### config.mk
export PLATFORM = sky130hd
export DESIGN_NAME = glb_core_bank_rdrq_arb
export DESIGN_NICKNAME = d
export VERILOG_FILES = /design/src/rtl/glb_core_bank_rdrq_arb.sv
export SDC_FILE = /design/constraint.sdc
export NUM_CORES = 1
export LEC_CHECK = 0
export CAP_MARGIN = 20
export CELL_PAD_IN_SITES_DETAIL_PLACEMENT = 0
export CELL_PAD_IN_SITES_GLOBAL_PLACEMENT = 2
export CORE_MARGIN = 2
export CORE_UTILIZATION = 16
export CTS_CLUSTER_SIZE = 40
export DETAILED_ROUTE_END_ITERATION = 12
export GPL_ROUTABILITY_DRIVEN = 0
export HOLD_SLACK_MARGIN = 0.08
export PLACE_DENSITY_LB_ADDON = 0.1
export SLEW_MARGIN = 20
export SYNTH_ARGS = -nofsm -noshare
export SYNTH_HDL_FRONTEND = slang
export SYNTH_SLANG_ARGS = --single-unit
### constraint.sdc
create_clock -name clk -period 4.8 [get_ports clk]
set_clock_uncertainty 0.1 [all_clocks]
set_input_delay 1.2 -clock clk [delete_from_list [all_inputs] [get_ports clk]]
set_output_delay 1.2 -clock clk [all_outputs]
set_load 0.01 [all_outputs]
### src/rtl/glb_core_bank_rdrq_arb.sv
// Per-bank round-robin read-request arbiter with a tag pipeline that routes bank read data back to its requester.
// Latency: grant comb in N, bank strobe in N+1, response in N+1+RD_LATENCY; clk_en low stalls everything and holds req_ready low.
// Backpressure: req_valid/req_ready handshake per requester; GLB_RDRQ_ARB_PROC_PRIORITY_EN gives requester 0 strict priority.
module glb_core_bank_rdrq_arb #(
  parameter int NUM_REQ      = 4,
  parameter int NUM_BANKS    = 2,
  parameter int ADDR_WIDTH   = 17,
  parameter int BANK_SEL_BIT = 16,
  parameter int DATA_WIDTH   = 64,
  parameter int RD_LATENCY   = 2
) (
  input  logic                                      clk,
  input  logic                                      reset_n,
  input  logic                                      clk_en,
  input  logic [NUM_REQ-1:0]                        req_valid,
  input  logic [NUM_REQ-1:0][ADDR_WIDTH-1:0]        req_addr,
  output logic [NUM_REQ-1:0]                        req_ready,
  output logic [NUM_BANKS-1:0]                      bank_rd_en,
  output logic [NUM_BANKS-1:0][BANK_SEL_BIT-1:0]    bank_rd_addr,
  input  logic [NUM_BANKS-1:0][DATA_WIDTH-1:0]      bank_rd_data,
  output logic [NUM_REQ-1:0]                        rsp_valid,
  output logic [NUM_REQ-1:0][DATA_WIDTH-1:0]        rsp_data
);

  localparam int IDW   = (NUM_REQ > 1) ? $clog2(NUM_REQ) : 1;
  localparam int DEPTH = RD_LATENCY + 1;
  localparam logic [IDW:0] NREQ = (IDW+1)'(NUM_REQ);

`ifdef GLB_RDRQ_ARB_PROC_PRIORITY_EN
  localparam bit PRIO0 = 1'b1;
  localparam logic [NUM_REQ-1:0] RR_MASK = {{(NUM_REQ-1){1'b1}}, 1'b0};
`else
  localparam bit PRIO0 = 1'b0;
  localparam logic [NUM_REQ-1:0] RR_MASK = {NUM_REQ{1'b1}};
`endif

  logic [NUM_BANKS-1:0][IDW-1:0]          rr_ptr;
  logic [NUM_BANKS-1:0][NUM_REQ-1:0]      elig;
  logic [NUM_BANKS-1:0]                   gnt_vld;
  logic [NUM_BANKS-1:0][IDW-1:0]          gnt_id;
  logic [NUM_BANKS-1:0][BANK_SEL_BIT-1:0] gnt_addr;
  logic [NUM_BANKS-1:0][DEPTH-1:0]        tag_vld;
  logic [NUM_BANKS-1:0][DEPTH-1:0][IDW-1:0] tag_id;

  function automatic logic [IDW-1:0] inc_wrap(input logic [IDW-1:0] v);
    logic [IDW:0] s;
    s = {1'b0, v} + (IDW+1)'(1);
    return (s >= NREQ) ? '0 : s[IDW-1:0];
  endfunction

  // Stalled or in-reset cycles see no eligible requesters, so no grant can form.
  always_comb begin
    elig = '0;
    for (int b = 0; b < NUM_BANKS; b++) begin
      for (int k = 0; k < NUM_REQ; k++) begin
        elig[b][k] = clk_en && reset_n && req_valid[k] &&
                     (32'(req_addr[k][BANK_SEL_BIT]) == b);
      end
    end
  end

  always_comb begin
    logic [IDW:0] idx;
    gnt_vld  = '0;
    gnt_id   = '0;
    gnt_addr = '0;
    idx      = '0;
    for (int b = 0; b < NUM_BANKS; b++) begin
      if (PRIO0 && elig[b][0]) begin
        gnt_vld[b] = 1'b1;
      end
      for (int i = 0; i < NUM_REQ; i++) begin
        idx = {1'b0, rr_ptr[b]} + (IDW+1)'(i);
        if (idx >= NREQ) idx = idx - NREQ;
        if (!gnt_vld[b] && (elig[b][idx[IDW-1:0]] & RR_MASK[idx[IDW-1:0]])) begin
          gnt_vld[b] = 1'b1;
          gnt_id[b]  = idx[IDW-1:0];
        end
      end
      gnt_addr[b] = req_addr[gnt_id[b]][BANK_SEL_BIT-1:0];
    end
  end

  always_comb begin
    req_ready = '0;
    for (int b = 0; b < NUM_BANKS; b++) begin
      if (gnt_vld[b]) req_ready[gnt_id[b]] = 1'b1;
    end
  end

  always_ff @(posedge clk or negedge reset_n) begin
    if (!reset_n) begin
      rr_ptr       <= '0;
      bank_rd_en   <= '0;
      bank_rd_addr <= '0;
      tag_vld      <= '0;
      tag_id       <= '0;
    end else if (clk_en) begin
      bank_rd_en <= gnt_vld;
      for (int b = 0; b < NUM_BANKS; b++) begin
        if (gnt_vld[b]) begin
          bank_rd_addr[b] <= gnt_addr[b];
          // A strict-priority requester-0 grant leaves the round-robin order untouched.
          if (!PRIO0 || (gnt_id[b] != '0)) rr_ptr[b] <= inc_wrap(gnt_id[b]);
        end
        tag_vld[b][0] <= gnt_vld[b];
        tag_id[b][0]  <= gnt_id[b];
        for (int s = 1; s < DEPTH; s++) begin
          tag_vld[b][s] <= tag_vld[b][s-1];
          tag_id[b][s]  <= tag_id[b][s-1];
        end
      end
    end
  end

  // A response held by a stall is presented once, on the enabled cycle that consumes it.
  always_comb begin
    rsp_valid = '0;
    rsp_data  = '0;
    for (int b = 0; b < NUM_BANKS; b++) begin
      if (clk_en && tag_vld[b][DEPTH-1]) begin
        rsp_valid[tag_id[b][DEPTH-1]] = 1'b1;
        rsp_data[tag_id[b][DEPTH-1]]  = bank_rd_data[b];
      end
    end
  end

endmodule

==> results of run 1 <==
[placed cells by master, fill, tap and decap left out, types with 2 or more instances in the layout]
| cell type | instances |
|---|---|
| a22o_1 | 260 |
| a21oi_1 | 3 |
| nand2_1 | 12 |
| ha_1 | 8 |
| nand2b_1 | 4 |
| clkdlybuf4s50_1 | 486 |
| nand4_1 | 2 |
| buf_4 | 81 |
| mux2i_1 | 64 |
| nor2_4 | 4 |
| mux2_2 | 12 |
| buf_12 | 21 |
| bufbuf_16 | 2 |
| a221oi_1 | 32 |
| dlygate4sd2_1 | 2 |
| dfrtp_1 | 54 |
| dlymetal6s2s_1 | 3 |
| nor2_1 | 36 |
| nor3_2 | 4 |
| o21a_1 | 2 |
| o21ai_0 | 7 |
| a21o_1 | 9 |
| inv_1 | 7 |
| nor2b_1 | 2 |
| nand3_1 | 2 |
| clkbuf_16 | 5 |
[layer usage]
layer,share of wire (%),track usage [%]
met5,0,0
met2,48,34.2
met4,2.2,4.08
met1,42,25.7
met3,7.9,5.05
[timing repair]
item                                    CTS  global route
pin swaps                                 2             4
hold buffers                              0             0
endpoints found under the setup margin  113             4
cloned                                    2             0
resized for setup                        10             7
setup buffers                             2             2
[critical path: cells and delay by family]
family / cells / cell delay, ns
AOI/OAI and AO/OA: 3 / 0.65
adders and majority gates: 1 / 0.19
buffers and inverters: 4 / 1.08
and+or+nand+nor: 1 / 0.22
[cells by family (layout without fill, tap and decap cells)]
| group | count (synthesis) | in the layout | synth area share, % |
|---|---|---|---|
| AOI/OAI and AO/OA | 325 | 325 | 48.8 |
| adders and majority gates | 8 | 8 | 1.75 |
| buffers and inverters | 81 | 614 | 6.47 |
| DFF | 54 | 54 | 23.6 |
| muxes | 76 | 76 | 13.6 |
| and+or+nand+nor | 74 | 74 | 5.84 |
[synth_stat cells, drive strengths merged, types with 2 or more instances]
master,number,area [sq um]
nor2b,4,25.0
buf,29,175
a21o,9,67.6
a21oi,4,20.0
o21a,2,15.0
a22o,260,2280
mux2i,64,641
inv,8,30.0
ha,8,100
nand4,2,12.5
nor3,4,20.0
dfrtp,54,1350
nand3,2,10.0
nand2b,5,31.3
nor2,40,150
mux2,12,135
clkbuf,44,165
nand2,12,45.0
a221oi,34,304
o21ai,9,45.0
[where the power goes]
part | leakage, nW | switching, mW | internal, mW
clock network | 0.0729 | 0.176 | 0.207
registers | 0.636 | 0.0639 | 0.544
logic | 4.23 | 0.564 | 0.714
[final timing paths]
kind	slack, ns	depth (start not counted)	end	from
min reg2reg	0.38	1	tag_id[0]	tag_id[0]
max in group asynchronous	2.96	2	tag_vld[5]	reset_n
min in group asynchronous	1.12	2	bank_rd_addr[22]	reset_n
max	0.16	9	req_ready[0]	req_addr[16]
min	0.38	1	tag_id[0]	tag_id[0]
max reg2reg	2.65	7	bank_rd_addr[21]	rr_ptr[3]
[sequential cells by signal, indices dropped and copies added (netlist names)]
name          cells
tag_vld           5
bank_rd_en        1
rr_ptr            4
tag_id           12
bank_rd_addr     32
[layout make-up]
cell class / instances / area (sq um)
Tap cell: 461 / 577
Fill cell: 3713 / 23100
Sequential cell: 54 / 1350
Clock inverter: 2 / 12.5
Inverter: 8 / 30.0
Timing Repair Buffer: 598 / 6040
Clock buffer: 6 / 139
Multi-Input combinational cell: 483 / 4120
[metrics by stage]
stage	utilization [%]	area (sq um)	total power, mW	hold WS [ns]
2_1_floorplan	-	5720	1.05	0.348
3_3_place_gp	33.8	12000	1.89	0.360
3_5_place_dp	33.8	12000	1.88	0.368
4_1_cts	34.6	12200	2.30	0.384
5_1_grt	34.7	12300	2.40	0.400
6_report	34.7	12300	2.27	0.378
==> metrics.txt, run 1 <==
status finished clean; clock sink count 54; Clock Tree Buf Depth 2; Hold/Removal Path Class reg2reg; Setup TNS Final 0 ns; Cells after Synth 618; # DRC 0; most frequent CP cell buf_4; max-cap viol count 0; Critical Path End Type output pin; fin crit period 4.64 ns; port buffer count 500; Worst Setup Slack post-DPL -0.149 ns; Max Fclk 215 MHz; nets 1361; CTS H-tree lvls 2; Fin. Hold Viols 0; max-slew violation count 0; Peak VDD IR 0.131 mV; pin count of the biggest net entering global routing 55; Final Non-Filler Cells 1612; startpoint types primary input; vias in the first global route 7904; global-route wire length before repair 55.4 mm; Chip Height 193 um; Warnings, synthesis 0; slowest cell on the critical path clkdlybuf4s50_1; Skew-Pair Late Insertion Delay 0.30 ns; power density cells 185 mW/mm^2; CTS tree done; Synth Flop Type dfrtp_1; Worst-path clk slew 0.06 ns; Worst Setup Path Type in2out; initial antenna violation count 0; Leak 4.94 nW; DP Wirelength 32.1 mm; Die W 193 um; post-synthesis cell area 0.00572 sq mm; transition time of the tightest slew-check pin 0.823 ns; Max Fanout on Critical Path 4; Worst slew margin 45.1%; Placement Rows 69; Ports 501; placed insts 1598; final WL 40.4 mm; initial DRC count 356; average size of a mapped cell 9.26 sq um; RSZ-0062 raised after global routing no; Total GRT Usage 20.1%; area grow syn2layout 114%; final worst slack 0.156 ns; Synth Net Count 829; CP required 3.50 ns; worst-path cell chain clkdlybuf4s50_1 > and4b_1 > a221oi_2 > o21ai_4 > buf_4 > buf_4 > ha_1 > a22o_1 > clkdlybuf4s15_1; CP max stage delay 0.52 ns; Vias/cell 4.87; Die Area 0.0373 sq mm; crit path DAT 3.34 ns; Yosys reg bits 54; routed len/inst 25.1 um; synth unique cells 38; Num CTS Buffers 5; Post-synth EDFFs 0; fin crit share 96.8%; via count 7844; setup violators final 0; grt ovf 0; Antenna Cells 0; Core Region 0.0354 sq mm; router iterations before antenna repair 4; share of layout cells above drive strength 1 12.9%; asr flop ratio synth 100%; Starting Density 16.2%; post-route ant nets 0; CTS root buffer clkbuf_16; sequential fraction of the synthesis area 23.6%
No activity file was read; power rests on OpenSTA's default activity.
==> run 2, diff against run 1 <==
--- a/config.mk
+++ b/config.mk
@@ -5,11 +5,12 @@
 export SDC_FILE = /design/constraint.sdc
 export NUM_CORES = 1
 export LEC_CHECK = 0
+export ABC_AREA = 1
 export CAP_MARGIN = 20
 export CELL_PAD_IN_SITES_DETAIL_PLACEMENT = 0
 export CELL_PAD_IN_SITES_GLOBAL_PLACEMENT = 2
 export CORE_MARGIN = 2
-export CORE_UTILIZATION = 16
+export CORE_UTILIZATION = 17
 export CTS_CLUSTER_SIZE = 40
 export DETAILED_ROUTE_END_ITERATION = 12
 export GPL_ROUTABILITY_DRIVEN = 0
==> constraint.sdc (replaced) <==
create_clock -name clk -period 5.9 [get_ports clk]
set_clock_uncertainty 0.1 [all_clocks]
set_input_delay 1.475 -clock clk [delete_from_list [all_inputs] [get_ports clk]]
set_output_delay 1.475 -clock clk [all_outputs]
set_load 0.01 [all_outputs]
==> run 2 against run 1 <==
Against the previous run:
- hold slack got worse by 0.0011 ns
- first-iteration DRC count rose by 18%
- via count rose by 22%
- synthesized cell count rose by 80%
- synthesized area rose by 14%
- sequential share of layout area fell by 0.051 points
- register-to-register slack improved by 0.40 ns
- sequential power rose by 17%
- critical path depth rose by 6
- largest cell class unchanged
- highest routed layer unchanged
==> metrics.txt, run 2 <==
status finished clean; Yosys reg bits 54 (unchanged); Post-DP Area 0.0122 sq mm (+1.6%); Leak 5.50 nW (+11%); post-route ant nets 0 (unchanged); Synth Flop Type dfrtp_1; Hold Path End tag_id[2]; pin count of the biggest net entering global routing 55 (unchanged); Synth Net Count 1321 (+59%); max FFs per register 32 (unchanged); Max Fanout on Critical Path 6 (+2); Clock Tree Buf Depth 2 (unchanged); Setup TNS Final 0 ns (unchanged); r2r endpoint bank_rd_addr[19]; DP Wirelength 34.8 mm (+8.5%); Worst slew margin 48.6% (+3.5 points); Skew-Pair Late Insertion Delay 0.31 ns (about the same); initial DRC count 421 (+18%); sequential fraction of the synthesis area 20.6% (-3.0 points); CTS root buffer clkbuf_16; WHS 0.377 ns (-0.00109 ns); area leader, netlist o22ai_1; fin area 0.0123 sq mm (+0.47%); Worst R2R Path Depth 10 (+3); Cells after Synth 1110 (+80%); switching portion of total power 53.7% (+18 points); grt ovf 0 (unchanged); Total GRT Usage 21.3% (+1.2 points); fin crit share 96.8%; Crit Reg-Reg Startpoint rr_ptr[2]; area grow syn2layout 88.3%; NetSw 2.75 mW (+240%); CTS H-tree lvls 2 (unchanged); Placement Rows 71 (+2.9%); fin util 32.6% (-2.0 points); nets 1773 (+30%); # DRC 0 (unchanged); Starting Density 17.3% (+1.2 points); most flop-heavy register bank_rd_addr; worst-path cell chain clkdlybuf4s50_1 > nand2_4 > nor2_4 > nand3_1 > nand3_2 > nand2_2 > nand2_1 > nand2_1 > nor2_1 > nand2_2 > nand2_4 > inv_1 > ha_1 > a22o_1 > clkdlybuf4s50_1; fin crit period 5.71 ns; max-slew violation count 0 (unchanged); logic gate share of total power 79.8% (+24 points); global-route wire length before repair 66.0 mm (+19%); max-cap viol count 0 (unchanged); Worst Setup Path Type in2out; routed len/inst 21.4 um (-15%); P_int 2.37 mW (+62%); Num CTS Buffers 5 (unchanged); Warnings, synthesis 0 (unchanged); Post-synth top cells o22ai_1 (256), nand2_1 (240), inv_1 (215); R2R Setup Slk 3.05 ns (+0.40 ns); top-count cell post-synth o22ai_1; initial antenna violation count 0 (unchanged); port buffer count 500 (unchanged); crit path DAT 4.14 ns (+0.80 ns); post-synthesis cell area 0.00655 sq mm (+14%); setup violators final 0 (unchanged); asr flop ratio synth 100% (unchanged); Max Fclk 175 MHz; Fin. Hold Viols 0 (unchanged); router iterations before antenna repair 5 (+1); Flop pwr share 13.8% (-13 points); Core Region 0.0378 sq mm (+6.7%); Ports 501 (unchanged); average size of a mapped cell 5.90 sq um (-36%); slowest cell on the critical path clkdlybuf4s50_1; hold-critical path depth 2 (+1); Post-synth EDFFs 0 (unchanged); Hold/Removal Path Class reg2reg; # Post-CTS Setup Buffers 0 (-2); Worst Hold Launch tag_id[0]; CP max stage delay 0.54 ns (+0.02 ns); top cells by area, synth o22ai_1 (24%), dfrtp_1 (21%), nand3_1 (14%), nand2_1 (14%), inv_1 (12%); CTS tree done; Chip Height 200 um (+3.7%); RSZ-0062 raised after global routing no; commonest non-fill, non-tap cells in the layout clkdlybuf4s50_1 (497), o22ai_1 (256), nand2_1 (237); power density cells 416 mW/mm^2 (+130%); top cell type's share of synthesized area 24.5% (-15 points); Critical Path End Type output pin; largest registers bank_rd_addr x32, tag_id x12, tag_vld x5; clock share of power 6.4% (-10 points); clock sink count 54 (unchanged); synth unique cells 29 (-24%); Die Area 0.0401 sq mm (+7.5%); Vias/cell 4.63 (-4.8%); Antenna Cells 0 (unchanged); vias in the first global route 9629 (+22%); commonest non-fill, non-tap cell in the layout clkdlybuf4s50_1; Peak VDD IR 0.218 mV (+66%); final WL 44.5 mm (+10%); via count 9608 (+22%); startpoint types primary input; share of layout cells above drive strength 1 5.18% (-7.8 points); Die W 200 um (+3.7%); CP required 4.32 ns (+0.82 ns); transition time of the tightest slew-check pin 0.771 ns (-0.0523 ns); Worst-path clk slew 0.08 ns (+0.02 ns)
-- run 2: cell types whose count changed after synthesis, sizes merged, moves of 13 or more --
cell and delta:
nand2 +239, o22ai +255, clkbuf +13, a22o -256
mux2i -64, a221oi -34, nor2 -24, nand3 +187
inv +211
-- run 2: cell type report --
cell class              instances  area (sq um)
well taps                     511           639
fillers                      4174         25400
clock inverters                 3          28.8
clock buffers                   5           125
repair buffers                534          5340
multi-input cells             745          4010
inverters                     222           833
flip-flops and latches         54          1350
-- run 2: metal layers --
metal	global-route usage [%]	up-vias	share of wire, %
met5	0	-	0
met4	6.18	0	2.8
met3	3.77	41	5.4
met2	40.2	340	52
met1	24.3	4550	40
li1	-	4677	-
-- run 2: logic make-up (layout without fill, tap and decap cells) --
| family | count (synthesis) | after routing | synth area share, % |
|---|---|---|---|
| AND/OR/NAND/NOR | 462 | 462 | 32.0 |
| AO/OA/AOI/OAI | 273 | 273 | 26.2 |
| XOR/XNOR | 2 | 2 | 0.497 |
| adder cells (fa/ha/maj) | 8 | 8 | 1.53 |
| flip-flops | 54 | 54 | 20.6 |
| buffers and inverters | 311 | 764 | 19.1 |
-- run 2: repair_timing --
action,CTS,global route
gates resized for setup,0,1
endpoints found under the setup margin,0,1
hold buffers,0,0
-- run 2: critical path, delay by kind of cell --
kind	cells	cell delay, ns
AO/OA/AOI/OAI	1	0.23
AND/OR/NAND/NOR	10	1.10
adder cells (fa/ha/maj)	1	0.20
buffers and inverters	3	1.13
-- run 2: power groups by stage --
stage          combinational, mW  clock [mW]  sequential (mW)
2_1_floorplan               2.41           0            0.716
3_3_place_gp                4.19           0            0.716
3_5_place_dp                4.17           0            0.717
4_1_cts                     4.20       0.349            0.712
5_1_grt                     4.59       0.358            0.736
6_report                    4.09       0.327            0.709
-- run 2: worst max path at each step --
stage                       start             to  slack (ns)  cells past startpoint
final                      clk_en   req_ready[2]        0.19                     15
after global routing       clk_en   req_ready[2]       0.003                     15
after CTS                  clk_en   req_ready[0]        0.18                     15
after detailed placement   clk_en  rsp_data[235]        0.18                      8
after global placement     clk_en  rsp_data[235]        0.15                      8
after floorplan           reset_n   req_ready[0]        1.27                     14
-- run 2: stage by stage --
stage	setup WS [ns]	power [mW]	instances
after CTS	0.182	5.26	2074
after detailed placement	0.183	4.89	2066
after global placement	0.146	4.90	2066
after floorplan	1.27	3.13	1110
final	0.186	5.13	2074
after global routing	0.00283	5.68	2074
